File: src/rtl/ov5640_pkg.sv
// ov5640_pkg: shared types and constants for the OV5640 init sequencer.
//   - init_state_e : sequencer FSM states
//   - SRST_REG     : SCCB register whose bit7 write triggers a sensor soft reset
//   - CNT_W        : width of the wait counters
//   - rom_reg/rom_dat : field slices of a 24-bit init ROM word {reg[15:0], data[7:0]}
package ov5640_pkg;

  typedef enum logic [2:0] {
    PWRUP,
    FETCH,
    LATCH,
    ISSUE,
    WAIT,
    SETTLE,
    NEXT,
    DONE
  } init_state_e;

  localparam logic [15:0] SRST_REG = 16'h3008;
  localparam int          CNT_W    = 20;

  function automatic logic [15:0] rom_reg(input logic [23:0] word);
    return word[23:8];
  endfunction

  function automatic logic [7:0] rom_dat(input logic [23:0] word);
    return word[7:0];
  endfunction

endpackage

File: src/rtl/init_delay_cnt.sv
// init_delay_cnt: clearable wait counter shared by the power-up and soft-reset
// settle waits. While en is high it counts up from 0; done pulses in the cycle
// the count equals last, so a wait lasts last+1 cycles from a cleared counter.
// Ports:
//   clk, reset : clock, asynchronous active-high reset (count -> 0)
//   clr        : synchronous clear (takes priority over en)
//   en         : count enable
//   last       : terminal count value
//   done       : high while en is set and the terminal count is reached
module init_delay_cnt
  import ov5640_pkg::*;
(
  input  logic             clk,
  input  logic             reset,
  input  logic             clr,
  input  logic             en,
  input  logic [CNT_W-1:0] last,
  output logic             done
);

  logic [CNT_W-1:0] cnt_q;
  logic [CNT_W-1:0] cnt_d;

  always_comb begin
    cnt_d = cnt_q;
    if (clr) begin
      cnt_d = '0;
    end else if (en) begin
      cnt_d = cnt_q + CNT_W'(1);
    end
  end

  always_ff @(posedge clk or posedge reset) begin
    if (reset) begin
      cnt_q <= '0;
    end else begin
      cnt_q <= cnt_d;
    end
  end

  assign done = en && (cnt_q == last);

endmodule

File: src/rtl/ov5640_init_sequencer.sv
// ov5640_init_sequencer: walks the OV5640 init ROM and issues one SCCB
// register write per entry, with a power-up wait before the first entry and a
// settle wait after a soft-reset write (0x3008 with data bit7 set).
// Optional build macro: INIT_RETRY_EN -- NACKed writes are reissued up to
// MAX_RETRY times before init_err is set.
// Ports:
//   clk, reset      : clock, asynchronous active-high reset
//   reinit          : pulse; restarts the sequence (no power-up wait) from DONE
//   rom_addr, rom_q : init ROM address / data (1-cycle synchronous read)
//   wr_req, wr_reg, wr_dat : SCCB write request with register address/data
//   wr_ack, wr_done, wr_err: SCCB accept pulse, completion pulse, NACK flag
//   init_done, init_err, busy : status
module ov5640_init_sequencer
  import ov5640_pkg::*;
#(
  parameter int ADDR_WIDTH    = 8,
  parameter int DATA_WIDTH    = 24,
  parameter int INIT_NUM      = 86,
  parameter int POWERUP_DELAY = 1_000_000,
  parameter int SRST_DELAY    = 250_000,
  parameter int MAX_RETRY     = 3
) (
  input  logic                  clk,
  input  logic                  reset,
  input  logic                  reinit,
  output logic [ADDR_WIDTH-1:0] rom_addr,
  input  logic [DATA_WIDTH-1:0] rom_q,
  output logic                  wr_req,
  output logic [15:0]           wr_reg,
  output logic [7:0]            wr_dat,
  input  logic                  wr_ack,
  input  logic                  wr_done,
  input  logic                  wr_err,
  output logic                  init_done,
  output logic                  init_err,
  output logic                  busy
);

  localparam logic [ADDR_WIDTH-1:0] LAST_IDX   = ADDR_WIDTH'(INIT_NUM - 1);
  localparam logic [CNT_W-1:0]      PWRUP_LAST = CNT_W'(POWERUP_DELAY - 1);
  localparam logic [CNT_W-1:0]      SRST_LAST  = CNT_W'(SRST_DELAY - 1);

  init_state_e           state_q, state_d;
  logic [ADDR_WIDTH-1:0] index_q, index_d;
  logic                  wr_req_q, wr_req_d;
  logic [15:0]           wr_reg_q, wr_reg_d;
  logic [7:0]            wr_dat_q, wr_dat_d;
  logic                  init_done_q, init_done_d;
  logic                  init_err_q, init_err_d;
  logic                  busy_q, busy_d;

`ifdef INIT_RETRY_EN
  logic [1:0]            retry_q, retry_d;
`else
  logic [1:0]            unused_retry_cfg;
  assign unused_retry_cfg = 2'(MAX_RETRY);
`endif

  // Wait counter: runs only in PWRUP/SETTLE and is held clear elsewhere, so it
  // always starts from 0 on entry to either wait state.
  logic             cnt_en;
  logic             cnt_done;
  logic [CNT_W-1:0] cnt_last;

  assign cnt_en   = (state_q == PWRUP) || (state_q == SETTLE);
  assign cnt_last = (state_q == SETTLE) ? SRST_LAST : PWRUP_LAST;

  init_delay_cnt u_delay_cnt (
    .clk   (clk),
    .reset (reset),
    .clr   (!cnt_en || cnt_done),
    .en    (cnt_en),
    .last  (cnt_last),
    .done  (cnt_done)
  );

  // A transaction ends on wr_done in WAIT, or in ISSUE when done coincides with ack.
  logic xfer_end;
  assign xfer_end = wr_done && ((state_q == WAIT) || ((state_q == ISSUE) && wr_ack));

  always_comb begin
    state_d     = state_q;
    index_d     = index_q;
    wr_req_d    = wr_req_q;
    wr_reg_d    = wr_reg_q;
    wr_dat_d    = wr_dat_q;
    init_done_d = init_done_q;
    init_err_d  = init_err_q;
    busy_d      = busy_q;
`ifdef INIT_RETRY_EN
    retry_d     = retry_q;
`endif

    case (state_q)
      PWRUP:  if (cnt_done) state_d = FETCH;
      FETCH:  state_d = LATCH;
      LATCH: begin
        wr_reg_d = rom_reg(rom_q[23:0]);
        wr_dat_d = rom_dat(rom_q[23:0]);
        wr_req_d = 1'b1;
        state_d  = ISSUE;
      end
      ISSUE: begin
        if (wr_ack) begin
          wr_req_d = 1'b0;
          state_d  = WAIT;
        end
      end
      WAIT:   ;
      SETTLE: if (cnt_done) state_d = NEXT;
      NEXT: begin
`ifdef INIT_RETRY_EN
        retry_d = '0;
`endif
        if (index_q == LAST_IDX) begin
          init_done_d = 1'b1;
          busy_d      = 1'b0;
          state_d     = DONE;
        end else begin
          index_d = index_q + ADDR_WIDTH'(1);
          state_d = FETCH;
        end
      end
      DONE: begin
        if (reinit) begin
          init_done_d = 1'b0;
          init_err_d  = 1'b0;
          busy_d      = 1'b1;
          index_d     = '0;
          state_d     = FETCH;
        end
      end
      default: state_d = PWRUP;
    endcase

    // Completion overrides the ISSUE/WAIT defaults above.
    if (xfer_end) begin
      if (wr_err) begin
`ifdef INIT_RETRY_EN
        if (retry_q != 2'(MAX_RETRY)) begin
          retry_d  = retry_q + 2'd1;
          wr_req_d = 1'b1;
          state_d  = ISSUE;
        end else begin
          init_err_d = 1'b1;
          state_d    = NEXT;
        end
`else
        init_err_d = 1'b1;
        state_d    = NEXT;
`endif
      end else if ((wr_reg_q == SRST_REG) && wr_dat_q[7]) begin
        state_d = SETTLE;
      end else begin
        state_d = NEXT;
      end
    end
  end

  always_ff @(posedge clk or posedge reset) begin
    if (reset) begin
      state_q     <= PWRUP;
      index_q     <= '0;
      wr_req_q    <= 1'b0;
      wr_reg_q    <= '0;
      wr_dat_q    <= '0;
      init_done_q <= 1'b0;
      init_err_q  <= 1'b0;
      busy_q      <= 1'b1;
`ifdef INIT_RETRY_EN
      retry_q     <= '0;
`endif
    end else begin
      state_q     <= state_d;
      index_q     <= index_d;
      wr_req_q    <= wr_req_d;
      wr_reg_q    <= wr_reg_d;
      wr_dat_q    <= wr_dat_d;
      init_done_q <= init_done_d;
      init_err_q  <= init_err_d;
      busy_q      <= busy_d;
`ifdef INIT_RETRY_EN
      retry_q     <= retry_d;
`endif
    end
  end

  // The ROM address is the entry index itself; it only changes in NEXT/DONE,
  // so it is stable through FETCH and LATCH.
  assign rom_addr  = index_q;
  assign wr_req    = wr_req_q;
  assign wr_reg    = wr_reg_q;
  assign wr_dat    = wr_dat_q;
  assign init_done = init_done_q;
  assign init_err  = init_err_q;
  assign busy      = busy_q;

endmodule
File: config.mk
export PLATFORM = sky130hd
export DESIGN_NAME = ov5640_init_sequencer
export DESIGN_NICKNAME = d
export VERILOG_FILES = /design/src/rtl/ov5640_pkg.sv /design/src/rtl/init_delay_cnt.sv /design/src/rtl/ov5640_init_sequencer.sv
export SDC_FILE = /design/constraint.sdc
export NUM_CORES = 1
export LEC_CHECK = 0
export ABC_AREA = 1
export CAP_MARGIN = 10
export CORE_UTILIZATION = 57
export DETAILED_ROUTE_END_ITERATION = 16
export PLACE_DENSITY = 0.86
export REMOVE_ABC_BUFFERS = 1
export SLEW_MARGIN = 40
export SYNTH_ARGS = -nofsm -noshare
export SYNTH_HDL_FRONTEND = slang
export SYNTH_HIERARCHICAL = 1
export SYNTH_SLANG_ARGS = --single-unit
File: constraint.sdc
create_clock -name clk -period 5.3 [get_ports clk]
set_input_delay 1.06 -clock clk [delete_from_list [all_inputs] [get_ports clk]]
set_output_delay 1.06 -clock clk [all_outputs]
set_load 0.01 [all_outputs]
Yosys cells after proc, flatten, opt, wreduce, memory -nomap -nowiden:

Cells that the tools add are included.

* bits in registers: 59
* input bits: 30
* output and inout port bits: 36
* word-level logic and storage cells: 73

* add/sub/neg operators: 2
* equal/unequal tests: 18
* multiplexer cells: 27
* reductions and logical operators: 17

Operators with widths (count)
* $mux 20: 3
* $pmux 3 s7: 1
* $add 20x1->20 const B: 1
* $eq 20x20->1: 1
* $mux 3: 6
* $eq 16x14->1 const B: 1
* $mux 8: 2
* $pmux 8 s2: 1
* $eq 3x3->1 const B: 4
* $ne 3x3->1 const B: 4
* $mux 1: 9
* $add 8x1->8 const B: 1
* $eq 8x7->1 const B: 1
* $ne 2x2->1 const B: 4
* $reduce_bool 8->1: 1
* $eq 3x2->1 const B: 2
* $pmux 1 s2: 3
* $reduce_and 3->1: 2
* $reduce_bool 2->1: 3
* $reduce_and 5->1: 1
* $logic_and 1x1->1: 4
* $mux 2: 2
* $eq 3x1->1 const B: 1
* $logic_not 3->1: 1
* 3 further kinds: 5

Longest topological paths before layout:

Gate-level depths: netlist (run 1).

* depth after elaboration: 7
* mapped depth: 19
* depth with buffers taken out: 19

By module:

The synthesis (run 1) kept the hierarchy.

By module, submodules not included
* ov5640_init_sequencer: instances 1, cells each 223, area an instance 2006.9 µm², sequential area each 977.2 µm²
* init_delay_cnt: instances 1, cells each 254, area an instance 1508.9 µm², sequential area each 500.5 µm²

Least setup slack after synthesis (run 1):

OpenSTA, ideal clock, no wires.

* path kind: register -> register
* start: reg state_q[1]
* end: reg u_delay_cnt.cnt_q[19]
* library setup time: 119 ps
* data arrival time: 2012 ps
* data required time: 5181 ps
* slack: 3169 ps
* stages on the path, launching flop included: 19
* buffers on the path: 0
* period minus slack after synthesis: 2131 ps
* cell sequence: dfrtp_1 inv_1 nand3_2 nand2_1 nand2_1 nor2_1 nand2_1 nor2_1 nand2_1 nor2_1 inv_1 nand2_2 nor2_2 nor2_2 nand2_1 nor2_1 nand3_1 nand2_1 nor2_1

* longest elaborated chain between the ends: 6
* elaborated cells on any way between the ends: 10
* classes of those cells: eq/ne (2); mux (2); reduce/logical (6)

Ends and longest elaborated chain
* start: declaration: RTL line ov5640_init_sequencer.sv:43 `init_state_e state_q, state_d;`
* start signal: assignment: RTL line ov5640_init_sequencer.sv:174 `state_q <= state_d;`
* $eq 3x3->1 *: RTL line ov5640_init_sequencer.sv:66 `assign cnt_last = (state_q == SETTLE) ? SRST_LAST : PWRUP_LAST;`
* $mux 20 *: RTL line ov5640_init_sequencer.sv:66
* via cnt_last[18]: RTL line ov5640_init_sequencer.sv:63 `logic [CNT_W-1:0] cnt_last;`
* $eq 20x20->1 *: RTL line init_delay_cnt.sv:41 `assign done = en && (cnt_q == last);`
* $logic_and 1x1->1 *: RTL line init_delay_cnt.sv:41
* via cnt_done: RTL line ov5640_init_sequencer.sv:62 `logic cnt_done;`
* $logic_or 1x1->1 *: RTL line ov5640_init_sequencer.sv:71 `.clr (!cnt_en || cnt_done),`
* $mux 20 or $reduce_bool 2->1 (tied branches)
* end signal: assignment: RTL line init_delay_cnt.sv:37 `cnt_q <= cnt_d;`
* end: declaration: RTL line init_delay_cnt.sv:21 `logic [CNT_W-1:0] cnt_q;`

Mark *: on every way through the listed nets, which the timed path passes. The rest lies on a longest branch.
A chain may end at the register's enable or synchronous reset.

Worst setup path in the final report (run 1):

* start: reg state_q[1]
* end: reg u_delay_cnt.cnt_q[11]

The elaborated chain is that of the path after synthesis.

==> results of run 1 <==
==> layer usage <==
metal  routed length [um]  part of all wire, %  vias up
li1                     -                    -     1650
met1                 3460                   39     1513
met2                 4560                   52      116
met3                  589                  6.7       21
met4                  243                  2.7        0
met5                    0                    0        -
==> final timing paths <==
| path | cells past startpoint | slack (ns) | endpoint |
|---|---|---|---|
| worst max register to register | 18 | 2.53 | u_delay_cnt/cnt_q[11]$_DFFE_PP0P_ |
| worst max-delay path | 18 | 2.53 | u_delay_cnt/cnt_q[11]$_DFFE_PP0P_ |
| worst min-delay path | 2 | 0.49 | wr_req$_DFFE_PP0P_ |
| worst min register to register | 2 | 0.49 | wr_req$_DFFE_PP0P_ |
| min in group asynchronous | 2 | 0.94 | wr_dat[4]$_DFFE_PP0P_ |
| max in group asynchronous | 3 | 3.65 | busy$_DFFE_PP1P_ |
==> report_power, final <==
group / total (mW) / internal (mW) / switching (mW)
clock network: 0.399 / 0.216 / 0.183
logic: 0.924 / 0.442 / 0.482
registers: 0.722 / 0.595 / 0.127
total: 2.04 / 1.25 / 0.792
==> worst max-delay path: cells and delay by family (launching register included) <==
kind	cells	cell delay, ns
buf+inv	5	0.95
simple gates	13	1.27
flops	1	0.46
==> cells by family after synthesis <==
family          synth area share (%)
simple gates                    34.5
buf+inv                         9.54
flops                           42.0
compound gates                  6.58
mux                             4.80
xor+xnor                        1.25
fa+ha+maj                       1.07
other cells                    0.214
==> cells in the final DEF (no fill, tap or decap), drive strengths merged, types with 5 or more instances in the layout <==
cell / instances
a21oi: 23
clkbuf: 11
clkdlybuf4s50: 65
clkinv: 5
conb: 21
dfrtp: 58
inv: 78
mux2: 13
nand2: 132
nand3: 32
nand4: 11
nor2: 87
o21ai: 18
==> per-stage QoR <==
step	instances	total power, mW
floorplan	491	1.22
global placement	632	1.59
detailed placement	632	1.63
CTS	648	2.05
global route	648	2.17
finish	648	2.04
==> final cells by class <==
cell class / instances / area [um^2]
inverter: 79 / 298
tap: 75 / 93.8
clock inverter: 5 / 53.8
multi-input combinational: 353 / 1770
timing repair buffer: 66 / 658
fill: 467 / 1430
sequential: 59 / 1480
clock buffer: 11 / 131
==> flow_summary.ini, run 1 <==
[sta]
rsz0062_at_grt = no
fmax_mhz = 362
setup_viol = 0
hold_violations = 0
slew_headroom_pct = 58.6
holdWs_ns = 0.491
period_needed_ns = 2.77
worst_pin_slew_ns = 0.620
skew_ns = 0.00942
period_share_pct = 52.2
finalSetupTns_ns = 0
worst_slack_ns = 2.53
drv_slew = 0

[floorplan]
core_um2 = 5920
chipWidth_um = 80.5
ios = 66
die_area_um2 = 6490
die_y_um = 80.5
num_rows = 28
initial_core_util_pct = 59.4

[detailed_routing]
drc_errors = 0
routed_via_density = 5.09
ant_nets = 0
wire_per_inst_um = 13.7
drtIter0Drc = 256
routed_wl_um = 8850
detail_route.first_pass.iterations = 5
vias = 3300

[worst_setup_path]
critPathMaxFanout = 21
start_kind = flip-flop
critical_path_class = flip-flop to flip-flop
end_kind = flip-flop
required_ns = 5.54
arrival_ns = 3.00
cp_slowest_cell = inv_1
crit_chain = inv_1 -> nand3_2 -> inv_1 -> inv_1 -> nand2_1 -> nand2_1 -> nand3_1 -> nor2_1 -> nand2_1 -> nor2_1 -> inv_1 -> nand2_2 -> inv_1 -> nand2_1 -> nand4_1 -> nand2_1 -> nand2_1 -> nor2_1
path_common_cell = nand2_1
r2r-start = state_q[1]$_DFFE_PP0P_
critical-path-max-stage-delay_ns = 0.48
crit_path_start = state_q[1]$_DFFE_PP0P_

[cells_and_area]
largest_reg_flops = 20
final_area_um2 = 4490
utilization_pct = 75.8
num_antenna_cells = 0
final_layout_size_suffix_gt1_share_pct = 11.0
syn_to_final_growth_pct = 27.6
final_nets = 601

[placed_design]
portBuffers = 65
place_congestion = 0.932
dp_slack_ns = 2.60
place_area_um2 = 4300
post-dp-hpwl_um = 6520

[clocking]
cts_setup_buffers = 0
root_buffer = clkbuf_8
cts_tree = yes
cts_made_buffers = 9
ctsHoldBuffers = 0
clock-sinks = 59
clkSlewWorstSetupHoldPaths_ns = 0.07
ctsResizeCount = 0
insertion_delay_ns = 0.34
clockBufferDepth = 2
htreeDepth = 3

[power_and_ir_drop]
peakVddDrop_v = 0.000374
power_density_nw_per_um2 = 456
leakage_nw = 2.18

[synthesis]
ys_seq_area_share_pct = 42.0
synth_seq_cells = 59
synth_async_sr_flop_share_pct = 100
synth_ff_type = dfrtp_1
synth.area.top_cells = dfrtp_1 41%, nand2_1 13%, inv_1 8.0%, nor2_1 7.9%, nand3_1 4.0%
yosysTopAreaCellShare_pct = 41.3
synth_warnings = 6
yosysTopAreaCell = dfrtp_1
synthesis.instances = 477
synthMostInstantiatedCell = nand2_1
synth_area_um2 = 3520
synth.avg_cell_area_um2 = 7.37
synth_edf_count = 0
yosys.cell_types.count = 33
synth_common_cells = 121 x nand2_1, 75 x inv_1, 74 x nor2_1

[grt]
grt_use_met3_pct = 7.50
grt_pass1_wl_um = 14400
gr-total-overflow = 0
use_met2_pct = 50.3
first_global_vias = 3201
use_met1_pct = 33.8
grt-busiest-layer = met2
antenna_found_initial = 0
grt_max_degree = 38
grt_use_total_pct = 29.7

[job]
drv_cap = 0

[hold_path]
min_path_type = flip-flop to flip-flop
worstHoldStart = wr_req$_DFFE_PP0P_

[outcome]
status = finished clean
(Power assumes the default switching activity.)
==> run 2, diff against run 1 <==
- CORE_UTILIZATION: 57 -> 48
- PLACE_DENSITY: 0.86 -> 0.77
- clock period: 5.3 -> 2.53 ns (I/O delays scaled with it)
==> flow_summary.ini, run 2 (synthesized netlist as in run 1, its figures left out) <==
[hold_path]
worstHoldPathCells = 2
min_path_type = flip-flop to flip-flop

[grt]
grt_pass1_wl_um = 14500
gr-total-overflow = 0
grt_use_total_pct = 24.7
grt_max_degree = 40
antenna_found_initial = 0
first_global_vias = 3276

[placed_design]
place_area_um2 = 4380
placed_cells = 660
place_congestion = 0.865
portBuffers = 65
post-dp-hpwl_um = 6350

[clocking]
clockBufferDepth = 2
insertion_delay_ns = 0.34
cts_setup_buffers = 0
ctsResizeCount = 0
cts_made_buffers = 9
cts_tree = yes
ctsHoldBuffers = 0
root_buffer = clkbuf_8
htreeDepth = 3
clkSlewWorstSetupHoldPaths_ns = 0.07
clock-sinks = 59

[job]
drv_cap = 0

[floorplan]
die_y_um = 87.6
die_area_um2 = 7670
num_rows = 30
ios = 66
initial_core_util_pct = 50.6
chipWidth_um = 87.6
core_um2 = 6940

[cells_and_area]
final_area_um2 = 4610
final_layout_size_suffix_gt1_share_pct = 12.4
utilization_pct = 66.5
final_nets = 608
layout_commonest_cell = nand2_1
layout_common_cells = 121 x nand2_1, 73 x nor2_1, 73 x inv_1
largest_reg_flops = 20
num_antenna_cells = 0
instances_no_fill = 676
syn_to_final_growth_pct = 31.2

[detailed_routing]
drc_errors = 0
ant_nets = 0
routed_via_density = 4.86
routed_wl_um = 8450
vias = 3284
drtIter0Drc = 176
detail_route.first_pass.iterations = 5
wire_per_inst_um = 12.5

[sta]
fmax_mhz = 441
hold_violations = 0
skew_ns = 0.00308
rsz0062_at_grt = yes
drv_slew = 0
setup_viol = 0
period_share_pct = 89.6
period_needed_ns = 2.27

[worst_setup_path]
critPathMaxFanout = 6
required_ns = 2.76
critical_path_class = flip-flop to flip-flop
start_kind = flip-flop
arrival_ns = 2.50
reg2reg_depth = 17
end_kind = flip-flop

[outcome]
status = finished clean

[power_and_ir_drop]
peakVddDrop_v = 0.000598
power_density_nw_per_um2 = 966
leakage_nw = 2.22
==> run 2: final timing paths <==
check | start | end | slack, ns
min | wr_req$_DFFE_PP0P_ | wr_req$_DFFE_PP0P_ | 0.49
max | state_q[0]$_DFFE_PP0P_ | u_delay_cnt/cnt_q[10]$_DFFE_PP0P_ | 0.26
min reg2reg | wr_req$_DFFE_PP0P_ | wr_req$_DFFE_PP0P_ | 0.49
max in group asynchronous | reset | busy$_DFFE_PP1P_ | 1.53
min in group asynchronous | reset | u_delay_cnt/cnt_q[14]$_DFFE_PP0P_ | 0.52
max reg2reg | state_q[0]$_DFFE_PP0P_ | u_delay_cnt/cnt_q[10]$_DFFE_PP0P_ | 0.26
==> run 2: cell type report <==
cell class	instances	area, um^2
fillers	586	2330
inverters	79	298
clock inverters	4	73.8
flip-flops and latches	59	1480
well taps	96	120
repair buffers	73	711
multi-input cells	353	1790
clock buffers	12	145
==> run 2: layer usage <==
layer / vias to the layer above / track usage, % / wire, um
li1: 1654 / - / -
met4: 0 / 11.0 / 141
met1: 1510 / 29.4 / 3570
met2: 103 / 41.3 / 4140
met3: 17 / 7.35 / 591
met5: - / 0 / 0
==> run 2: power by group <==
part / switching (mW) / internal [mW] / total [mW]
registers: 0.221 / 1.25 / 1.47
clock network: 0.379 / 0.582 / 0.961
logic: 1.03 / 0.999 / 2.03
==> run 2: critical path, stage by stage, from the launching register on <==
cell and delay [ns]:
dfrtp_1 0.42, buf_4 0.19, nor2_1 0.12, nand2_1 0.07, nand2_1 0.08, nand2_1 0.06
nor2_1 0.11, nand2_1 0.07, nor2_1 0.10, nand2_1 0.05, nor2_1 0.08, inv_1 0.05
nand2_2 0.10, nor2_2 0.09, nor2_2 0.25, nand3_1 0.14, o21ai_1 0.14, nor2_1 0.05
==> run 2: through the flow <==
step,total power [mW],setup WS (ns),hold slack (ns),setup TNS [ns]
finish,4.46,0.263,0.492,0
global route,4.78,-0.00305,0.507,-0.00305
CTS,4.49,0.291,0.492,0
detailed placement,3.50,0.296,0.459,0
global placement,3.44,0.374,0.458,0
floorplan,2.57,0.304,0.470,0
==> run 3, diff against run 2 <==
- CORE_MARGIN: default -> 8
==> flow_summary.ini, run 3 (synthesized netlist as in run 1, its figures left out) <==
[outcome]
status = finished clean

[detailed_routing]
wire_per_inst_um = 12.9
drc_errors = 0
detail_route.first_pass.iterations = 4
routed_via_density = 4.86
routed_wl_um = 8710
vias = 3277
drtIter0Drc = 149
ant_nets = 0

[placed_design]
place_congestion = 0.882
portBuffers = 65
post-dp-hpwl_um = 6680
placed_cells = 658
dp_slack_ns = 0.167

[power_and_ir_drop]
p_total_mw = 4.28
leakage_nw = 2.19
power_density_nw_per_um2 = 941
peakVddDrop_v = 0.000660

[grt]
first_global_vias = 3331
grt_pass1_wl_um = 15000
gr-total-overflow = 0
grt_max_degree = 40
grt_use_total_pct = 18.4
antenna_found_initial = 0

[cells_and_area]
layout_commonest_cell = nand2_1
syn_to_final_growth_pct = 29.4
num_antenna_cells = 0
largest_reg_flops = 20
final_nets = 603
instances_no_fill = 674
layout_common_cells = 121 x nand2_1, 74 x nor2_1, 74 x inv_1
final_layout_size_suffix_gt1_share_pct = 11.7

[worst_setup_path]
critical-path-max-stage-delay_ns = 0.55
required_ns = 2.77
critPathMaxFanout = 12
crit_family = simple AND/OR/NAND/NOR gates
reg2reg_depth = 17
crit_chain = nand3_4 -> inv_1 -> nand2_1 -> nand2_1 -> nand3_1 -> nor2_1 -> nand2_1 -> nor2_1 -> inv_1 -> nand2_2 -> nor2_2 -> nor2_1 -> nand3_1 -> nor2_1 -> nand2_1 -> nand2_1 -> nor2_1
r2r-start = state_q[0]$_DFFE_PP0P_
end_kind = flip-flop
critical_path_class = flip-flop to flip-flop
ff2ff_setup_slack_ns = 0.23
crit_buf_inv = 2
start_kind = flip-flop
arrival_ns = 2.54
reg2reg_to = u_delay_cnt/cnt_q[18]$_DFFE_PP0P_
cp_slowest_cell = dfrtp_1

[hold_path]
worstHoldPathCells = 2
worstHoldStart = init_done$_DFFE_PP0P_
worstHoldEndpoint = init_done$_DFFE_PP0P_
min_path_type = flip-flop to flip-flop

[clocking]
cts_made_buffers = 9
htreeDepth = 3
cts_tree = yes
clkSlewWorstSetupHoldPaths_ns = 0.07
cts_setup_buffers = 0
insertion_delay_ns = 0.34
root_buffer = clkbuf_8
clock-sinks = 59
clockBufferDepth = 2

[sta]
period_needed_ns = 2.30
period_share_pct = 91.0
hold_violations = 0
worst_slack_ns = 0.227
setup_viol = 0
skew_ns = 0.0155
drv_slew = 0
finalSetupTns_ns = 0
fmax_mhz = 434
rsz0062_at_grt = no

[floorplan]
num_rows = 31
die_y_um = 102
die_area_um2 = 10300
initial_core_util_pct = 49.0
ios = 66
chipWidth_um = 102
core_um2 = 7180

[job]
drv_cap = 0
[run 3: what timing repair did]
action	in CTS	in global routing
endpoints found under the setup margin	0	12
hold buffers	0	0
resized for setup	0	3
hold endpoints to repair	0	0
[run 3: layer usage]
layer | global-route usage, % | vias to the layer above | share of wire (%)
li1 | - | 1649 | -
met1 | 21.2 | 1516 | 42
met2 | 28.8 | 97 | 47
met3 | 8.73 | 15 | 9.2
met4 | 7.33 | 0 | 2.1
met5 | 0 | - | 0
[run 3: final cells by class]
class	instances	area, um^2
timing repair buffer	68	673
clock buffer	13	169
multi-input combinational	353	1790
clock inverter	3	21.3
fill	633	2630
sequential	59	1480
tap	99	124
inverter	79	298
[run 3: power by group]
group,switching (mW),leakage [nW],internal [mW]
clock network,0.386,0.0956,0.436
registers,0.254,0.736,1.25
logic,1.00,1.35,0.956
total,1.64,2.19,2.64
[run 3: how the worst max path moves through the flow]
| stage | slack [ns] | end | depth (start not counted) | startpoint |
|---|---|---|---|---|
| after detailed placement | 0.17 | u_delay_cnt/cnt_q[18]$_DFFE_PP0P_ | 18 | state_q[1]$_DFFE_PP0P_ |
| after global routing | 0.0009 | u_delay_cnt/cnt_q[19]$_DFFE_PP0P_ | 17 | state_q[0]$_DFFE_PP0P_ |
| after global placement | 0.27 | u_delay_cnt/cnt_q[18]$_DFFE_PP0P_ | 18 | state_q[1]$_DFFE_PP0P_ |
| final | 0.23 | u_delay_cnt/cnt_q[18]$_DFFE_PP0P_ | 17 | state_q[0]$_DFFE_PP0P_ |
| after floorplan | 0.30 | u_delay_cnt/cnt_q[11]$_DFFE_PP0P_ | 17 | state_q[1]$_DFFE_PP0P_ |
| after CTS | 0.15 | u_delay_cnt/cnt_q[18]$_DFFE_PP0P_ | 18 | state_q[1]$_DFFE_PP0P_ |
[run 3: stage by stage]
step | util [%] | cell area, um^2 | hold slack (ns)
2_1_floorplan | - | 3550 | 0.470
3_3_place_gp | 60.6 | 4350 | 0.457
3_5_place_dp | 60.6 | 4350 | 0.475
4_1_cts | 63.2 | 4540 | 0.490
5_1_grt | 63.4 | 4550 | 0.514
6_report | 63.4 | 4550 | 0.483
[run 3: worst register-to-register path, delay by kind of cell (launching register included)]
family / cells / cell delay (ns)
buffers and inverters: 2 / 0.23
DFF: 1 / 0.55
and+or+nand+nor: 15 / 1.45
